### src/rtl/pulse_sched_if.sv
// Request/grant/pulse bundle shared by the pulse scheduler and its requesters.
interface pulse_sched_if #(
  parameter int N = 4,
  parameter int W = 8
);
  logic [N-1:0]         req;
  logic [N*W-1:0]       dly;
  logic [N*W-1:0]       len;
  logic                 abort;
  logic [N-1:0]         gnt;
  logic [N-1:0]         done;
  logic                 pulse;
  logic [$clog2(N)-1:0] owner;
  logic                 busy;

  modport master (output req, dly, len, abort, input gnt, done, pulse, owner, busy);
  modport slave  (input req, dly, len, abort, output gnt, done, pulse, owner, busy);
endinterface

### src/rtl/pulse_sched.sv
// Round-robin arbiter driving one shared pulse generator: after a grant, waits
// dly cycles, emits a len-cycle registered pulse, then strobes done to the owner.
module pulse_sched #(
  parameter int N = 4,
  parameter int W = 8
) (
  input  logic         clk,
  input  logic         rst,
  pulse_sched_if.slave bus
);
  localparam int OW = $clog2(N);

  typedef enum logic [1:0] {IDLE, DLY, PULSE, DONE} state_t;

  state_t          state_q, state_d;
  logic [W-1:0]    cnt_q, cnt_d;
  logic [W-1:0]    len_q, len_d;
  logic [OW-1:0]   owner_q, owner_d;
  logic [OW-1:0]   last_q, last_d;
  logic [N-1:0]    gnt_q, gnt_d;
  logic [N-1:0]    done_q, done_d;
  logic            pulse_q, pulse_d;
  logic [OW-1:0]   win;
  logic            found;

  // Search starts one past the last winner so a held request cannot starve others.
  always_comb begin
    win   = '0;
    found = 1'b0;
    for (int k = 1; k <= N; k++) begin
      int j;
      j = int'(last_q) + k;
      if (j >= N) j = j - N;
      if (!found && bus.req[j]) begin
        found = 1'b1;
        win   = OW'(j);
      end
    end
  end

  always_comb begin
    state_d = state_q;
    cnt_d   = cnt_q;
    len_d   = len_q;
    owner_d = owner_q;
    last_d  = last_q;
    gnt_d   = gnt_q;
    done_d  = '0;
    pulse_d = pulse_q;
    unique case (state_q)
      IDLE: begin
        if (found) begin
          gnt_d        = '0;
          gnt_d[win]   = 1'b1;
          owner_d      = win;
          last_d       = win;
          cnt_d        = bus.dly[int'(win)*W +: W];
          len_d        = bus.len[int'(win)*W +: W];
          state_d      = DLY;
        end
      end
      DLY: begin
        if (bus.abort || (cnt_q == '0 && len_q == '0)) begin
          gnt_d           = '0;
          done_d[owner_q] = 1'b1;
          pulse_d         = 1'b0;
          state_d         = DONE;
        end else if (cnt_q != '0) begin
          cnt_d = cnt_q - 1'b1;
        end else begin
          pulse_d = 1'b1;
          cnt_d   = len_q - 1'b1;
          state_d = PULSE;
        end
      end
      PULSE: begin
        if (bus.abort || cnt_q == '0) begin
          gnt_d           = '0;
          done_d[owner_q] = 1'b1;
          pulse_d         = 1'b0;
          state_d         = DONE;
        end else begin
          cnt_d = cnt_q - 1'b1;
        end
      end
      DONE: state_d = IDLE;
      default: state_d = IDLE;
    endcase
  end

  always_ff @(posedge clk or posedge rst) begin
    if (rst) begin
      state_q <= IDLE;
      cnt_q   <= '0;
      len_q   <= '0;
      owner_q <= '0;
      last_q  <= OW'(N-1);
      gnt_q   <= '0;
      done_q  <= '0;
      pulse_q <= 1'b0;
    end else begin
      state_q <= state_d;
      cnt_q   <= cnt_d;
      len_q   <= len_d;
      owner_q <= owner_d;
      last_q  <= last_d;
      gnt_q   <= gnt_d;
      done_q  <= done_d;
      pulse_q <= pulse_d;
    end
  end

  assign bus.gnt   = gnt_q;
  assign bus.done  = done_q;
  assign bus.pulse = pulse_q;
  assign bus.owner = owner_q;
  assign bus.busy  = (state_q != IDLE);
endmodule

### src/flat_wrapper.sv
// flat-port wrapper written by rule: the top's interface ports become plain ports
module pulse_sched_flat 
#(
  parameter int N = 4,
  parameter int W = 8
)
  (clk, rst, bus_req, bus_dly, bus_len, bus_abort, bus_gnt, bus_done, bus_pulse, bus_owner, bus_busy);
  pulse_sched_if #(.N(N), .W(W)) bus_i ();
  input  logic clk;
  input  logic rst;
  input wire logic [$bits(bus_i.req)-1:0] bus_req;
  input wire logic [$bits(bus_i.dly)-1:0] bus_dly;
  input wire logic [$bits(bus_i.len)-1:0] bus_len;
  input wire logic [$bits(bus_i.abort)-1:0] bus_abort;
  output wire logic [$bits(bus_i.gnt)-1:0] bus_gnt;
  output wire logic [$bits(bus_i.done)-1:0] bus_done;
  output wire logic [$bits(bus_i.pulse)-1:0] bus_pulse;
  output wire logic [$bits(bus_i.owner)-1:0] bus_owner;
  output wire logic [$bits(bus_i.busy)-1:0] bus_busy;
  assign bus_i.req = bus_req;
  assign bus_i.dly = bus_dly;
  assign bus_i.len = bus_len;
  assign bus_i.abort = bus_abort;
  assign bus_gnt = bus_i.gnt;
  assign bus_done = bus_i.done;
  assign bus_pulse = bus_i.pulse;
  assign bus_owner = bus_i.owner;
  assign bus_busy = bus_i.busy;
  pulse_sched #(.N(N), .W(W)) u_core (.clk(clk), .rst(rst), .bus(bus_i));
endmodule
### config.mk
export PLATFORM = sky130hd
export DESIGN_NAME = pulse_sched_flat
export DESIGN_NICKNAME = d
export VERILOG_FILES = /design/src/rtl/pulse_sched_if.sv /design/src/rtl/pulse_sched.sv /design/src/flat_wrapper.sv
export SDC_FILE = /design/constraint.sdc
export NUM_CORES = 1
export LEC_CHECK = 0
export CAP_MARGIN = 10
export CORE_UTILIZATION = 49
export DETAILED_ROUTE_END_ITERATION = 7
export PLACE_DENSITY = 0.86
export SYNTH_ARGS = -nofsm -noshare
export SYNTH_HDL_FRONTEND = slang
export SYNTH_SLANG_ARGS = --single-unit
### constraint.sdc
create_clock -name clk -period 6.1 [get_ports clk]
set_input_delay 1.22 -clock clk [delete_from_list [all_inputs] [get_ports clk]]
set_output_delay 1.22 -clock clk [all_outputs]
set_load 0.05 [all_outputs]
==> results of run 1 <==
layout by cell type, fill, tap and decap left out, types with 3 or more instances in the layout:
cell type	count
nor2b_1	5
mux2i_1	5
inv_1	15
a222oi_1	8
nor4_1	5
nand2b_1	3
xor2_1	3
xnor2_1	4
ha_1	6
clkbuf_8	5
a21oi_1	14
o31ai_1	8
o21ai_1	3
nor3b_1	3
nand2_1	25
o21ai_0	14
nor3_1	3
clkdlybuf4s50_1	82
nor2_1	17
o22ai_1	4
mux2_2	14
a31o_1	3
a221o_1	7
dfrtp_1	29
worst max-delay path, stage by stage:
cell and delay (ps):
clkdlybuf4s50_1 560, nor2b_2 250, o21ai_1 170, and3_1 830
mux4_2 600, a22oi_1 210, o22ai_1 100
state kept, by name, summed over array words and instances (netlist names):
signal	count
u_core.cnt_q	8
u_core.len_q	8
u_core.bus.done	4
u_core.bus.gnt	4
u_core.bus.owner	2
u_core.last_q	2
u_core.state_q	2
u_core.bus.pulse	1
layer usage:
metal / vias to the layer above / share of wire
li1: 1132 / -
met1: 1134 / 0.44
met2: 108 / 0.46
met3: 14 / 0.075
met4: 0 / 0.015
met5: - / 0
cell type report:
class                      instances  area share
multi-input combinational        196      0.4403
sequential                        31      0.2359
clock inverter                     3     0.01327
tap                               54     0.02048
timing repair buffer              83      0.2510
clock buffer                       5     0.02086
inverter                          16     0.01820
power breakdown:
part           switching, mW  leakage [nW]  internal (mW)
sequential             0.116         0.388          0.304
combinational          0.613         0.885          0.441
clock                 0.0838        0.0581          0.122
total                  0.813          1.33          0.866
stage by stage:
step                cells  area [sq um]  hold slack [ps]  worst slack [ps]  total power, mW
finish                388          3299            498.4              2296            1.679
floorplan             258          2384            486.8              3203            1.197
global placement      380          3187            481.4              2139            1.427
global route          388          3299            518.4              2179            1.792
CTS                   388          3299            505.8              2319            1.666
detailed placement    380          3187            489.6              2028            1.453
kinds of logic after synthesis:
group,after synthesis,share of synthesized area
AOI/OAI and AO/OA,88,0.2919
xor gates and xnor gates,7,0.02572
muxes,20,0.09659
DFF,31,0.3265
buffers and inverters,31,0.06404
and+or+nand+nor,75,0.1638
adders and majority gates,6,0.03150
path summary, 6_finish.rpt:
kind | cells past startpoint | endpoint | slack (ps)
min in group asynchronous | 3 | u_core.bus.pulse | 1310
max in group asynchronous | 3 | u_core.last_q[1] | 4470
setup reg to reg | 6 | u_core.cnt_q[6] | 3350
setup / recovery | 7 | u_core.cnt_q[6] | 2300
hold / removal | 1 | u_core.bus.pulse | 500
hold reg to reg | 1 | u_core.bus.pulse | 500
==> qor.csv, run 1 <==
metric;value;unit
ioPinCount;83;
vias;2388;
grt_max_degree;32;
drtIter0Drc;237;
drive_above_1_share;0.1257;
use_met3;0.06329;
grt_use_met1;0.3519;
p_leak;1.331;nW
use_met2;0.4172;
syn-num-nets;335;
utilization;0.7032;
multi_input_area;0.001453;sq mm
hold_viol_final;0;
antenna_found_initial;0;
ir_drop;0.2445;mV
tritoncts;done;
synth_top_area_cell;dfrtp_1;
wl;6392;um
clk_pin_slew;70;ps
cp-start-kind;primary input;
h-tree-depth;2;
hp-class;flip-flop to flip-flop;
tns;0;ps
p_per_area;508.9;mW/mm^2
finalClockSkew;5.280;ps
wl_per_cell;16.47;um
start_util;0.5080;
ys.flop_type;dfrtp_1;
die_w;71.75;um
vias_per_cell;6.155;
clock-sinks;31;
fill_cells;355;
post_cts_buffers;0;
r2r_start;u_core.last_q[0];
setup_viol;0;
grt_pass1_vias;2226;
arrival;3960;ps
relSlewSlack;0.3205;
gr-max-usage-layer;met2;
cts-buffers-inserted;5;
yosysUniqueCellTypes;60;
status;finished, final reports clean;
areaGrowthSynthToFinish;38.43;%
cts-root-buf;clkbuf_8;
grtUsageTotal;0.2631;
ys_ff_latch;31;
report.final.slew_viol_count;0;
synth_area_per_cell;9.239;sq um
clockBufferDepth;2;
final_nets;410;
worst_pin_slew;1014;ps
min_from;u_core.bus.pulse;
gp_congestion;0.9899;
dieArea;0.005147;sq mm
synth_most_common_cell;dfrtp_1;
post-dp-hpwl;4801;um
ys_seq_area_frac;0.3265;
critical_path.startpoint;bus_req[3];
post_cts_resized;0;
placementRows;25;
rsz0062_at_grt;false;
critPathRequiredTime;6260;ps
die_h;71.75;um
critical_path_class;primary input to flip-flop;
cts_hold_buffers;0;
synth_edf_count;0;
port_buffers;82;
syn_inst;258;
core-area;0.004692;sq mm
period_needed;3804;ps
grt_pass1_wl;10380;um
synth-async-reset-ratio;1.000;
fmax;262.9;MHz
seqCellArea;778.2;sq um
synthTopCellsByCount;dfrtp_1 (29), nand2_1 (25), nor2_1 (17), inv_1 (15);
drcViolationCount;0;
synth_top_area_frac;0.3045;
synth_area_leaders;dfrtp_1 (30%), mux2_2 (6.6%), nand2_1 (3.9%), a222oi_1 (3.4%), ha_1 (3.1%);
drtPass1Iterations;6;
final.period_utilization;0.6236;
ant_nets;0;
worstSkewPairLatency;290;ps
yosys_warnings;0;
critPathMaxFanout;20;
cp-end-kind;flip-flop;
syn-cell-area;0.002384;sq mm
drv_cap;0;
gr-total-overflow;0;
diodes;0;
(Power assumes the default switching activity.)
==> run 2: changes to the inputs <==
--- a/config.mk
+++ b/config.mk
@@ -6,9 +6,9 @@
 export NUM_CORES = 1
 export LEC_CHECK = 0
 export CAP_MARGIN = 10
-export CORE_UTILIZATION = 49
+export CORE_UTILIZATION = 46
 export DETAILED_ROUTE_END_ITERATION = 7
-export PLACE_DENSITY = 0.86
+export PLACE_DENSITY = 0.81
 export SYNTH_ARGS = -nofsm -noshare
 export SYNTH_HDL_FRONTEND = slang
 export SYNTH_SLANG_ARGS = --single-unit
==> constraint.sdc (replaced) <==
create_clock -name clk -period 3.7 [get_ports clk]
set_input_delay 0.74 -clock clk [delete_from_list [all_inputs] [get_ports clk]]
set_output_delay 0.74 -clock clk [all_outputs]
set_load 0.05 [all_outputs]
==> run 2 against run 1 <==
Effect of this change:
- utilization down 2.2 points
- critical endpoint unchanged
- final area is essentially flat
- setup slack worse by 1700 ps
- clock power rose by 26%
- final cell count rose by 3.9%
- die area is 6.3% higher
- first-iteration DRC count shrank 14%
- non-clock buffer count is 2 higher
- sequential cell count unchanged
- total power is 60% higher
- hold slack lost 1.9 ps
- sequential share of layout area is essentially flat
==> qor.csv, run 2 (synthesized netlist as in run 1, its figures left out) <==
metric;value;unit
diodes;0;
vias_per_cell;5.935;
relSlewSlack;0.2855;
areaGrowthSynthToFinish;38.53;%
slowest_stage;mux4_2;
post_cts_buffers;0;
worst_pin_slew;1067;ps
clockBufferDepth;2;
path_buf_inv;1;
die_h;73.99;um
critical_path.top_delay_family;simple AND/OR/NAND/NOR gates;
layout_commonest_cell;clkdlybuf4s50_1;
grtUsageTotal;0.2527;
start_util;0.4916;
final.period_utilization;0.8396;
min_to;u_core.bus.pulse;
finalClockSkew;8.667;ps
top_regs;u_core.cnt_q x8, u_core.len_q x8;
p_per_area;814.8;mW/mm^2
rrSetupSlack;1140;ps
wl;6467;um
tns;0;ps
gr-total-overflow;0;
grt_max_degree;32;
hp-class;flip-flop to flip-flop;
cts-root-buf;clkbuf_8;
path_cells;clkdlybuf4s50_1, nor2b_2, o21ai_1, and3_1, mux4_2, a22oi_1, o22ai_1;
wl_per_cell;16.05;um
cts_hold_buffers;0;
dieArea;0.005474;sq mm
cts-buffers-inserted;5;
post_cts_resized;0;
tritoncts;done;
p_leak;1.330;nW
critical_path_class;primary input to flip-flop;
max_stage_delay;620;ps
drcViolationCount;0;
holdWs;496.4;ps
cp-end-kind;flip-flop;
period_needed;3107;ps
placementRows;25;
fmax;321.9;MHz
antenna_found_initial;0;
min_from;u_core.bus.pulse;
r2r_end;u_core.cnt_q[6];
cp_num_cells;7;
clk_pin_slew;70;ps
reg2reg_depth;6;
drtIter0Drc;205;
setup_viol;0;
h-tree-depth;2;
drv_cap;0;
ir_drop;0.4653;mV
die_w;73.99;um
cp-start-kind;primary input;
critPathMaxFanout;13;
port_buffers;82;
grt_pass1_wl;10580;um
ant_nets;0;
report.final.slew_viol_count;0;
multi_input_area;0.001453;sq mm
worstSkewPairLatency;290;ps
drtPass1Iterations;7;
arrival;3250;ps
mostFrequentLayoutCells;clkdlybuf4s50_1 (82), dfrtp_1 (29), nand2_1 (25);
gp_congestion;0.8919;
drive_above_1_share;0.1310;
ioPinCount;83;
hold_depth;1;
fill_cells;392;
critPathRequiredTime;3840;ps
clock-sinks;31;
critical_path.startpoint;bus_req[3];
seqCellArea;778.2;sq um
grt_pass1_vias;2188;
r2r_start;u_core.last_q[0];
hold_viol_final;0;
status;finished, final reports clean;
core-area;0.004848;sq mm
post-dp-hpwl;5040;um
rsz0062_at_grt;false;
vias;2392;
final_nets;412;
## run 2: cell count changes in the layout (fill, tap and decap cells not counted)
cell / delta
clkinv_2: +2
buf_4: +2
bufinv_16: -1
clkinv_4: -1
## run 2: worst max path at each step
| stage | to | slack (ps) |
|---|---|---|
| finish | u_core.cnt_q[6] | 590 |
| global route | u_core.cnt_q[1] | 460 |
| CTS | u_core.cnt_q[6] | 610 |
| detailed placement | u_core.cnt_q[6] | 310 |
| global placement | u_core.cnt_q[6] | 370 |
| floorplan | u_core.len_q[0] | 1280 |
## run 2: layer usage
layer / up-vias / track usage / part of all wire
met1: 1146 / 0.3530 / 0.45
met5: - / 0 / 0
met4: 0 / 0.05769 / 0.0073
met3: 7 / 0.06911 / 0.076
li1: 1137 / - / -
met2: 102 / 0.3909 / 0.46
## run 2: final cells by class
| class | instances | area share |
|---|---|---|
| flip-flops and latches | 31 | 0.2357 |
| clock inverters | 3 | 0.004547 |
| multi-input cells | 196 | 0.4399 |
| inverters | 16 | 0.01819 |
| repair buffers | 85 | 0.2554 |
| clock buffers | 5 | 0.02084 |
| well taps | 67 | 0.02539 |
## run 2: where the power goes
| part | switching (mW) | internal [mW] | leakage (nW) |
|---|---|---|---|
| clock network | 0.130 | 0.129 | 0.0477 |
| registers | 0.193 | 0.501 | 0.388 |
| logic | 0.999 | 0.738 | 0.895 |
| total | 1.32 | 1.37 | 1.33 |
## run 2: per-stage QoR
stage | utilization | cell area (sq um) | instances | total power, mW | setup WS (ps)
after global routing | 0.6810 | 3302 | 403 | 2.898 | 457.8
after detailed placement | 0.6637 | 3218 | 395 | 2.406 | 309.1
after floorplan | - | 2384 | 258 | 1.974 | 1283
after global placement | 0.6637 | 3218 | 395 | 2.379 | 371.3
final | 0.6810 | 3302 | 403 | 2.691 | 593.5
after CTS | 0.6810 | 3302 | 403 | 2.674 | 607.2
==> RTL change, RTL diff (flow settings as in run 1) <==
Re-encode `state_t` (4 states) as one-hot, 4 bits wide.
--- a/src/rtl/pulse_sched.sv
+++ b/src/rtl/pulse_sched.sv
@@ -10,7 +10,7 @@
 );
   localparam int OW = $clog2(N);
 
-  typedef enum logic [1:0] {IDLE, DLY, PULSE, DONE} state_t;
+  typedef enum logic [3:0] {IDLE = 4'b0001, DLY = 4'b0010, PULSE = 4'b0100, DONE = 4'b1000} state_t;
 
   state_t          state_q, state_d;
   logic [W-1:0]    cnt_q, cnt_d;
Behaviour: same outputs for any inputs over 4 cycles, from zero or initial values and one cycle with rst high; so few cycles prove little.
==> RTL change against run 1 <==
  * Setup slack improved by 0.28 ns
  * Sequential power increased by 2%
  * Wire length decreased by 5.8%
  * Area after synthesis decreased by 7.5%
  * First-iteration DRC count decreased by 29%
  * Count of clock-buffer cells in the layout unchanged
  * Power decreased by 12%
  * Final area decreased by 3.4%
  * Fmax increased by 8.0%
  * Sequential cell count increased by 2
==> RTL change: results (changes against run 1) <==
metric	value	unit	change
status	finished, final reports clean		
slowest_delay	0.89	ns	+0.06 ns
yosysUniqueCellTypes	44		-27%
syn-num-nets	314		-6.3%
avgViaCountPerCell	5.85		-4.9%
cp.arrival	3.71	ns	-0.25 ns
use_met2	45.2	%	+3.5 points
p_comb	797	uW	-24%
ys_top_cells_by_area	dfrtp_1 34%, mux2i_1 9.5%, mux2_2 4.6%		
grtUsageTotal	27.3	%	+1.0 points
max-slew-margin-rel	25.4	%	-6.7 points
nets	393		-4.1%
power_leakage	0.00132	uW	-0.75%
power.share.switching	44.4	%	-4.0 points
wl_met2	3050	um	+2.6%
path_max_fanout	39		+95%
dpl.hpwl	4420	um	-8.0%
synth_seq_area_share	37.6	%	+5.0 points
met1Wirelength	2470	um	-13%
dr.pass1.iters	4		-2
use_met1	33.6	%	-1.5 points
met3_usage	7.16	%	+0.83 points
clockPowerShare	17.3	%	+5.1 points
skew	0.00500	ns	-0.000283 ns
crit_family	compound AO/OA/AOI/OAI gates		
slowest_stage	o311a_2		
ir_drop	0.232	mV	-5.0%
drt_iter0_markers	169		-29%
wl_per_cell	16.2	um	-1.5%
cts_setup_buffers	0		unchanged
grt_pass1_wl	10400	um	about the same
wl_met3	344	um	-28%
synth_common_cells	30 x dfrtp_1, 24 x nand2_1, 21 x mux2i_1		
-- RTL change: cell types whose count changed in the layout (fill, tap and decap cells not counted), moves of 6 or more --
cell | before | now
o31ai_1 | 8 | 0
inv_1 | 15 | 9
mux2i_1 | 5 | 21
a222oi_1 | 8 | 0
nand2b_1 | 3 | 9
a22oi_1 | 2 | 8
a21oi_1 | 14 | 7
-- RTL change: cells by family (layout without fill, tap and decap cells) --
| logic type | Yosys count | after routing | synth area share, % |
|---|---|---|---|
| buf+inv | 20 | 100 | 3.80 |
| fa+ha+maj | 4 | 4 | 2.27 |
| simple gates | 75 | 75 | 17.5 |
| xor+xnor | 11 | 11 | 4.37 |
| compound gates | 66 | 66 | 20.3 |
| flops | 33 | 33 | 37.6 |
| mux | 30 | 30 | 14.1 |
-- RTL change: through the flow --
stage          std cells  cell area, um2  worst slack, ns  util, %  hold slack [ns]
2_1_floorplan        239            2200             3.46        -            0.459
3_3_place_gp         363            3050             2.39     70.5            0.472
3_5_place_dp         363            3050             2.30     70.5            0.473
4_1_cts              371            3190             2.59     73.7            0.485
5_1_grt              371            3190             2.37     73.7            0.523
6_report             371            3190             2.58     73.7            0.485
-- RTL change: layout make-up --
cell class,count,area (um2)
inverter,9,33.8
clock inverter,3,68.8
timing repair buffer,83,828
multi-input combinational,186,1290
sequential,33,830
fill,345,1140
clock buffer,5,68.8
tap,52,65.1
-- RTL change: path summary, 6_finish.rpt --
check	end	slack [ns]	depth (start not counted)
min in group asynchronous	u_core.bus.done[0]	1.31	3
hold reg to reg	u_core.last_q[1]	0.49	2
setup reg to reg	u_core.cnt_q[5]	3.53	6
max in group asynchronous	u_core.last_q[1]	4.45	3
hold / removal	u_core.last_q[1]	0.49	2
setup / recovery	u_core.cnt_q[5]	2.58	7
